===== src/rtl/weight_loader.sv =====
// Serial-to-column weight loader: packs ROWS serial words into one column, then strobes it into weight RAM.
// Optional WEIGHT_LOADER_CHECKSUM_EN adds an XOR checksum output over the words of the current load.

module weight_loader_slice #(
  parameter int BITWIDTH = 18
) (
  input  logic                clock,
  input  logic                reset,
  input  logic                wr,
  input  logic [BITWIDTH-1:0] d,
  output logic [BITWIDTH-1:0] q
);
  always_ff @(posedge clock) begin
    if (reset)   q <= '0;
    else if (wr) q <= d;
  end
endmodule

module weight_loader #(
  parameter  int ROWS           = 16,
  parameter  int COLS           = 2,
  parameter  int QN             = 6,
  parameter  int QM             = 11,
  localparam int BITWIDTH       = QN + QM + 1,
  localparam int ADDR_BITWIDTH  = (COLS > 1) ? $clog2(COLS) : 1,
  localparam int LAYER_BITWIDTH = BITWIDTH * ROWS
) (
  input  logic                      clock,
  input  logic                      reset,
  input  logic                      beginLoad,
  input  logic [BITWIDTH-1:0]       dataIn,
  input  logic                      dataValid,
  output logic                      dataReady,
  output logic [ADDR_BITWIDTH-1:0]  colAddressWrite,
  output logic                      writeEn,
  output logic [LAYER_BITWIDTH-1:0] weightMemInput,
  output logic                      busy,
  output logic                      loadDone
`ifdef WEIGHT_LOADER_CHECKSUM_EN
  ,
  output logic [BITWIDTH-1:0]       checksum
`endif
);
  localparam int ROW_BITS = (ROWS > 1) ? $clog2(ROWS) : 1;

  localparam logic [1:0] S_IDLE  = 2'd0;
  localparam logic [1:0] S_FILL  = 2'd1;
  localparam logic [1:0] S_WRITE = 2'd2;
  localparam logic [1:0] S_DONE  = 2'd3;

  logic [1:0]               state;
  logic [ROW_BITS-1:0]      row;
  logic [ADDR_BITWIDTH-1:0] col;
  logic                     accept;
  logic                     last_row;
  logic                     last_col;
  logic [ROWS-1:0]          slice_wr;

  // dataReady is a register that tracks FILL exactly, so it can gate acceptance directly.
  assign accept   = (state == S_FILL) && dataValid && dataReady;
  assign last_row = (row == ROW_BITS'(ROWS - 1));
  assign last_col = (col == ADDR_BITWIDTH'(COLS - 1));

  for (genvar r = 0; r < ROWS; r++) begin : g_row
    assign slice_wr[r] = accept && (row == ROW_BITS'(r));
    weight_loader_slice #(.BITWIDTH(BITWIDTH)) u_slice (
      .clock (clock),
      .reset (reset),
      .wr    (slice_wr[r]),
      .d     (dataIn),
      .q     (weightMemInput[r*BITWIDTH +: BITWIDTH])
    );
  end

  always_ff @(posedge clock) begin
    if (reset) begin
      state           <= S_IDLE;
      row             <= '0;
      col             <= '0;
      dataReady       <= 1'b0;
      writeEn         <= 1'b0;
      loadDone        <= 1'b0;
      busy            <= 1'b0;
      colAddressWrite <= '0;
    end else begin
      case (state)
        S_IDLE: begin
          if (beginLoad) begin
            state     <= S_FILL;
            row       <= '0;
            col       <= '0;
            dataReady <= 1'b1;
            busy      <= 1'b1;
          end
        end
        S_FILL: begin
          if (accept) begin
            if (last_row) begin
              state           <= S_WRITE;
              row             <= '0;
              dataReady       <= 1'b0;
              writeEn         <= 1'b1;
              colAddressWrite <= col;
            end else begin
              row <= row + 1'b1;
            end
          end
        end
        S_WRITE: begin
          writeEn <= 1'b0;
          if (last_col) begin
            state    <= S_DONE;
            loadDone <= 1'b1;
          end else begin
            state     <= S_FILL;
            col       <= col + 1'b1;
            dataReady <= 1'b1;
          end
        end
        default: begin
          state    <= S_IDLE;
          loadDone <= 1'b0;
          busy     <= 1'b0;
        end
      endcase
    end
  end

`ifdef WEIGHT_LOADER_CHECKSUM_EN
  // Cleared only by a start that is actually taken; a beginLoad mid-load must not wipe it.
  always_ff @(posedge clock) begin
    if (reset)                             checksum <= '0;
    else if (state == S_IDLE && beginLoad) checksum <= '0;
    else if (accept)                       checksum <= checksum ^ dataIn;
  end
`endif

endmodule


===== config.mk =====
export PLATFORM = sky130hd
export DESIGN_NAME = weight_loader
export DESIGN_NICKNAME = d
export VERILOG_FILES = /design/src/rtl/weight_loader.sv
export SDC_FILE = /design/constraint.sdc
export NUM_CORES = 1
export LEC_CHECK = 0
export CAP_MARGIN = 20
export CORE_MARGIN = 1.5
export CORE_UTILIZATION = 49
export CTS_CLUSTER_DIAMETER = 80
export DETAILED_ROUTE_END_ITERATION = 7
export GPL_ROUTABILITY_DRIVEN = 1
export PLACE_DENSITY = 0.9
export SETUP_SLACK_MARGIN = 0.3
export SYNTH_ARGS = -nofsm -noshare
export SYNTH_HDL_FRONTEND = slang
export SYNTH_SLANG_ARGS = --single-unit

===== constraint.sdc =====
create_clock -name clock -period 2 [get_ports clock]
set_input_delay 0.2 -clock clock [delete_from_list [all_inputs] [get_ports clock]]
set_output_delay 0.2 -clock clock [all_outputs]
set_load 0.02 [all_outputs]

Yosys cells after proc, flatten, opt, wreduce, memory -nomap -nowiden. Index checks and enable logic that the tools add are counted.

Flip-flop bits (word level): 300.

Equality and inequality tests: 22. Muxes and demuxes: 23. Bitwise gates (word level): 2. Reductions and logical operators: 34. Add/subtract/negate cells: 2.

Operator list (number): equality test 4 bit, second input constant (8); logical AND 1 bit (18); equality test 4 x 3 -> 1 bit, second input constant (4); 2-to-1 mux 4 bit (3); AND reduction 3 bit (4); inequality test 2 bit, second input constant (5); 2-to-1 mux 1 bit (9); equality test 4 x 2 -> 1 bit, second input constant (2); 2-to-1 mux 2 bit (4); case mux 1 bit (2 select lines) (4); case mux 4 bit (2 select lines) (1); case mux 2 bit (3 select lines) (1); AND reduction 2 bit (3); nonzero test 2 bit (3); AND reduction 5 bit (1); adder 4 x 1 -> 4 bit, second input constant (1); equality test 4 x 1 -> 1 bit, second input constant (1); zero test 4 bit (1); OR reduction 2 bit (2); case mux 1 bit (3 select lines) (1); nonzero test 3 bit (1); equality test 2 x 1 -> 1 bit, second input constant (1); equality test 2 bit, second input constant (1); zero test 2 bit (1); 2 further kinds (3).

Depth between registers and ports, before layout. Gate-level depths: netlist (run 1).

Depth after elaboration: 5. Mapped depth: 9. Gate-level depth less buffers: 5.

Hierarchy. A second synthesis (run 1) with hierarchy kept.

Cell total of the unflattened synthesis: 1030. Area total of the unflattened synthesis: 11202.0 µm².

Modules (own cells, without submodules): weight_loader_slice (seq. area each 360.3 µm², times used 16, area an instance 649.4 µm², cells an instance 58); weight_loader (seq. area each 240.2 µm², times used 1, area an instance 812.0 µm², cells an instance 102).

Worst setup path after synthesis (run 1). No wires, ideal clock.

Path kind: register -> register. Start point: register state[1]. End point: register g_row[13].u_slice.q[0]. Path buffers: 4. Arrival: 1435 ps. Setup time: 132 ps. Data required time: 1868 ps. Period minus slack after synthesis: 1567 ps. Setup slack: 433 ps. Stages on the path, launching flop included: 10. Cells stage by stage: dfxtp_1 > inv_1 > ha_1 > clkbuf_2 > buf_6 > nand4_1 > buf_4 > clkbuf_2 > o21ai_0 > a21oi_1.

Longest elaborated chain between the ends: 4.

Ends and longest elaborated chain: start: declaration (RTL line 51) `logic [1:0] state;`; start signal: assignment (RTL line 77) `state <= S_IDLE;`; start signal: assignment (RTL line 89) `state <= S_FILL;`; start signal: assignment (RTL line 99) `state <= S_WRITE;`; equality test 2 x 1 -> 1 bit (RTL line 60) `assign accept = (state == S_FILL) && dataValid && dataReady;`; logical AND 1 bit (2 in a row) (RTL line 60); logical AND 1 bit (RTL line 65) `assign slice_wr[r] = accept && (row == ROW_BITS'(r));`; end signal: assignment (RTL line 14) `if (reset) q <= '0;`; end signal: assignment (RTL line 15) `else if (wr) q <= d;`; end: declaration (RTL line 11) `output logic [BITWIDTH-1:0] q`.

No other way between the ends. A chain may end at the register's enable or synchronous reset.

Worst setup path after layout (run 1).
Start point: register state[1]. End point: register g_row[12].u_slice.q[11].

Longest elaborated chain between the ends: 4.

Ends and longest elaborated chain (RTL line): equality test 2 x 1 -> 1 bit (60); logical AND 1 bit (2 in a row) (60); logical AND 1 bit (65); end signal: assignment (14); end signal: assignment (15); end: declaration (11).

No other way between the ends.

==> results.md, run 1 <==
* RSZ-0062 raised after global routing: true
* P_int at slightly below 10,000 uW
* Achievable Freq at slightly below 600 MHz
* Sequential fraction of the synthesis area at between 50% and 60%
* Setup crit end kind: flip-flop
* Overall Global Routing Usage at 33.0%
* Fin crit period at about 1.7 ns
* Quantity of I/O buffers inserted on ports at 314
* Gate power share at a little under 10%
* CTS sink cnt at 300
* Ant. Diodes at 0
* Synth top area share at between 50% and 60%
* Synth top cells by count: dfxtp_1, a21oi_1, nand3_1
* Clock skew at around 0.016 ns
* Leakage at approximately 0.0077 uW
* Ports at 315
* Global routing met2 resource utilization at 52.8%
* Top Usage Layer GRT: met2
* GR Overflow Total at 0
* Global placement routability congestion at roughly 0.84
* Global routing met3 resource utilization at 6.32%
* Root buf cell: clkbuf_16
* Final TNS setup at 0 ns
* Top post-synthesis cells by area: dfxtp_1, a21oi_1, nand3_1
* Total of max-cap violations at 0
* Clock power share at 43.7%
* Finished Cell Area at between 15,000 and 20,000 sq um
* Core ar. at about 24,000 sq um
* Maximum VDD drop at ~0.68 mV
* Placed cells at 1,928
* Arrival @ worst endpoint at approximately 2.1 ns
* Final period utilization at a little under nine tenths
* Yosys cell types at 42
* Slew HR at 52.8%
* Post-layout total power at roughly 13,000 uW
* Layout net count at ~1,700
* Number of synthesis warnings at 0
* Reg clk slew, reported paths at approximately 0.06 ns
* Most frequent cell after synthesis: dfxtp_1
* Drt first pass iters at 8
* Layout area overhead at 38.0%
* Crit path launch type: flip-flop
* CTS tree: yes
* # rows at 56
* Die height at 159 um
* Worst-path cell chain: inv_4 > ha_4 > buf_6 > nand4_1 > buf_6 > buf_12 > o21ai_1 > a21oi_1
* Post-synthesis cell count at 1,444
* Vias in the first global route at 11,700
* Worst setup path category: reg2reg
* H-tree levels at 1
* First DRT Iteration DRCs at 1,499
* Slew Viols, Final at 0
* Wire per inst at about 23 um
* P per Cell Area at about 800 nW/um^2
* Post-synthesis register bit count at 300
* Crit-path slowest cell: dfxtp_4
* Async set or reset register ratio after synthesis at 0%
* Most numerous cell on the critical path: buf_6
* Maximum buffer depth of the clock tree at 3
* Number of endpoints failing setup at the final stage at 0
* Sw Share at 25.2%
* Routed Wire Length at between 40,000 and 50,000 um
* Number of synthesized flops with an enable pin at 0
* First-pass GRT wire length at 66,400 um
* Fin cells at 1,995
* Mapped Area at 11,900 sq um
* Syn_nets at approximately 1,500
* Vias/cell at between 6 and 7
* Residual DRC at 0
* Initial Utilization at 50.2%
* Post-route ant nets at 0
* Final Hold Fails at 0
* Clk_lat worst skew at approximately 0.55 ns
* Largest stage delay, worst path at between 0.3 and 0.4 ns
* Dpl hpwl at about 25,000 um
* Width of the die at 159 um
* Total die area at roughly 25,000 sq um
* Top FF cell, synth: dfxtp_1
* Outcome: complete, no violations
* Worst slew pin tran at ~0.7 ns
* Layout cells sized above 1 at slightly below 9%
* Placed cell area at ~15,000 sq um
* Sequential Power Share at between 40% and 50%
* Critical Path RT at about 2.4 ns
* Final core occ at a little over two thirds
* M1 GR Usage at between 30 and 40%
* Largest net degree at the start of global routing at slightly below 100
* Hold WC Path Type: in2reg
* Via total after detailed routing at 12,800
* TritonCTS Buffers at 29
* Crit Path Max Fanout at 22
* Synth area leader: dfxtp_1
* Net Sw Power at between 3000 and 4000 uW
* Initial antenna violation count at 1
* Syn_area_per_cell at between 8 and 9 sq um
==> repair_timing <==
| item | CTS | global route |
|---|---|---|
| pin swaps | 0 | 3 |
| setup endpoints to repair | 482 | 326 |
| setup buffers | 3 | 4 |
| cloned | 1 | 9 |
| resized for setup | 196 | 133 |
| hold buffers | 0 | 0 |
==> routing by layer <==
layer / up-vias / wire, um / share of wire, %
met5: - / 0 / 0
met2: 1011 / 21700 / 47
met1: 5984 / 16300 / 35
li1: 5559 / - / -
met4: 0 / 3650 / 7.8
met3: 267 / 5020 / 11
==> through the flow <==
step                setup slack, ns  hold slack (ns)
floorplan                     0.433            0.393
global placement              0.192            0.461
detailed placement           0.0826            0.466
CTS                           0.300            0.269
global route                  0.219            0.311
finish                        0.272            0.290
==> registers in the layout (all words and copies together), names as in the netlist <==
| signal | cells |
|---|---|
| dataReady | 1 |
| busy | 1 |
| col | 1 |
| writeEn | 1 |
| state | 2 |
| colAddressWrite | 1 |
| row | 4 |
| loadDone | 1 |
| g_row.u_slice.q | 288 |
==> critical path, delay by kind of cell, from the launching register on <==
kind	cells	cell delay (ns)
and+or+nand+nor	1	0.18
AOI/OAI and AO/OA	2	0.29
buffers and inverters	4	0.58
DFF	1	0.36
adders and majority gates	1	0.18
==> cell families (layout without fill, tap and decap cells) <==
| family | Yosys count | count (layout) | synth area share, % |
|---|---|---|---|
| AOI/OAI and AO/OA | 600 | 600 | 25.7 |
| adders and majority gates | 8 | 8 | 0.841 |
| buffers and inverters | 208 | 440 | 8.63 |
| DFF | 300 | 300 | 50.5 |
| muxes | 2 | 2 | 0.179 |
| and+or+nand+nor | 326 | 326 | 14.1 |
==> cells in the final DEF, fill, tap and decap left out, types with 2 or more instances in the layout <==
master / n
a21oi_1: 292
a21oi_2: 3
and2_2: 4
and4b_4: 2
buf_12: 21
buf_4: 30
buf_6: 6
buf_8: 3
bufinv_16: 3
clkbuf_1: 5
clkbuf_16: 34
clkbuf_8: 9
clkdlybuf4s50_1: 42
clkinvlp_4: 2
dfxtp_1: 295
dfxtp_2: 4
dlygate4sd2_1: 187
dlymetal6s2s_1: 83
ha_1: 5
ha_2: 2
inv_1: 9
nand2_2: 4
nand2b_1: 3
nand3_1: 290
nand4_1: 4
nor2_1: 5
nor3_1: 2
o211ai_1: 2
o21ai_0: 258
o21ai_1: 31
o21ai_2: 2
o221a_2: 2
==> area by class of cell <==
| class | instances | area [sq um] |
|---|---|---|
| Sequential cell | 300 | 6010 |
| Clock buffer | 42 | 855 |
| Multi-Input combinational cell | 936 | 4960 |
| Timing Repair Buffer | 380 | 4030 |
| Fill cell | 1815 | 7260 |
| Tap cell | 319 | 399 |
| Clock inverter | 8 | 128 |
| Inverter | 10 | 40.0 |
==> power by group through the flow <==
stage	Combinational [uW]	Clock, uW	Sequential, uW
6_report	1280	5710	6070
5_1_grt	1320	5930	6080
4_1_cts	1130	5680	6070
3_5_place_dp	1040	0	6190
3_3_place_gp	1020	0	6190
2_1_floorplan	671	0	6220
==> worst paths after layout <==
path                                                      startpoint  slack [ns]                              endpoint  depth (start not counted)
worst max-delay path                           state[1]$_SDFFE_PP0P_        0.27  g_row[12].u_slice.q[11]$_SDFFE_PP0P_                          8
worst min-delay path                                           reset        0.29          colAddressWrite$_SDFFE_PP0P_                          2
worst max register to register                 state[1]$_SDFFE_PP0P_        0.27  g_row[12].u_slice.q[11]$_SDFFE_PP0P_                          8
worst min register to register  g_row[13].u_slice.q[14]$_SDFFE_PP0P_        0.47  g_row[13].u_slice.q[14]$_SDFFE_PP0P_                          2
(Power assumes the default switching activity.)
==> run 2, diff against run 1 <==
--- a/config.mk
+++ b/config.mk
@@ -10,7 +10,7 @@
 export CORE_UTILIZATION = 49
 export CTS_CLUSTER_DIAMETER = 80
 export DETAILED_ROUTE_END_ITERATION = 7
-export GPL_ROUTABILITY_DRIVEN = 1
+export GPL_ROUTABILITY_DRIVEN = 0
 export PLACE_DENSITY = 0.9
 export SETUP_SLACK_MARGIN = 0.3
 export SYNTH_ARGS = -nofsm -noshare
==> results of run 2 <==
Final layout, timing and power as in run 1 (identical DEF).
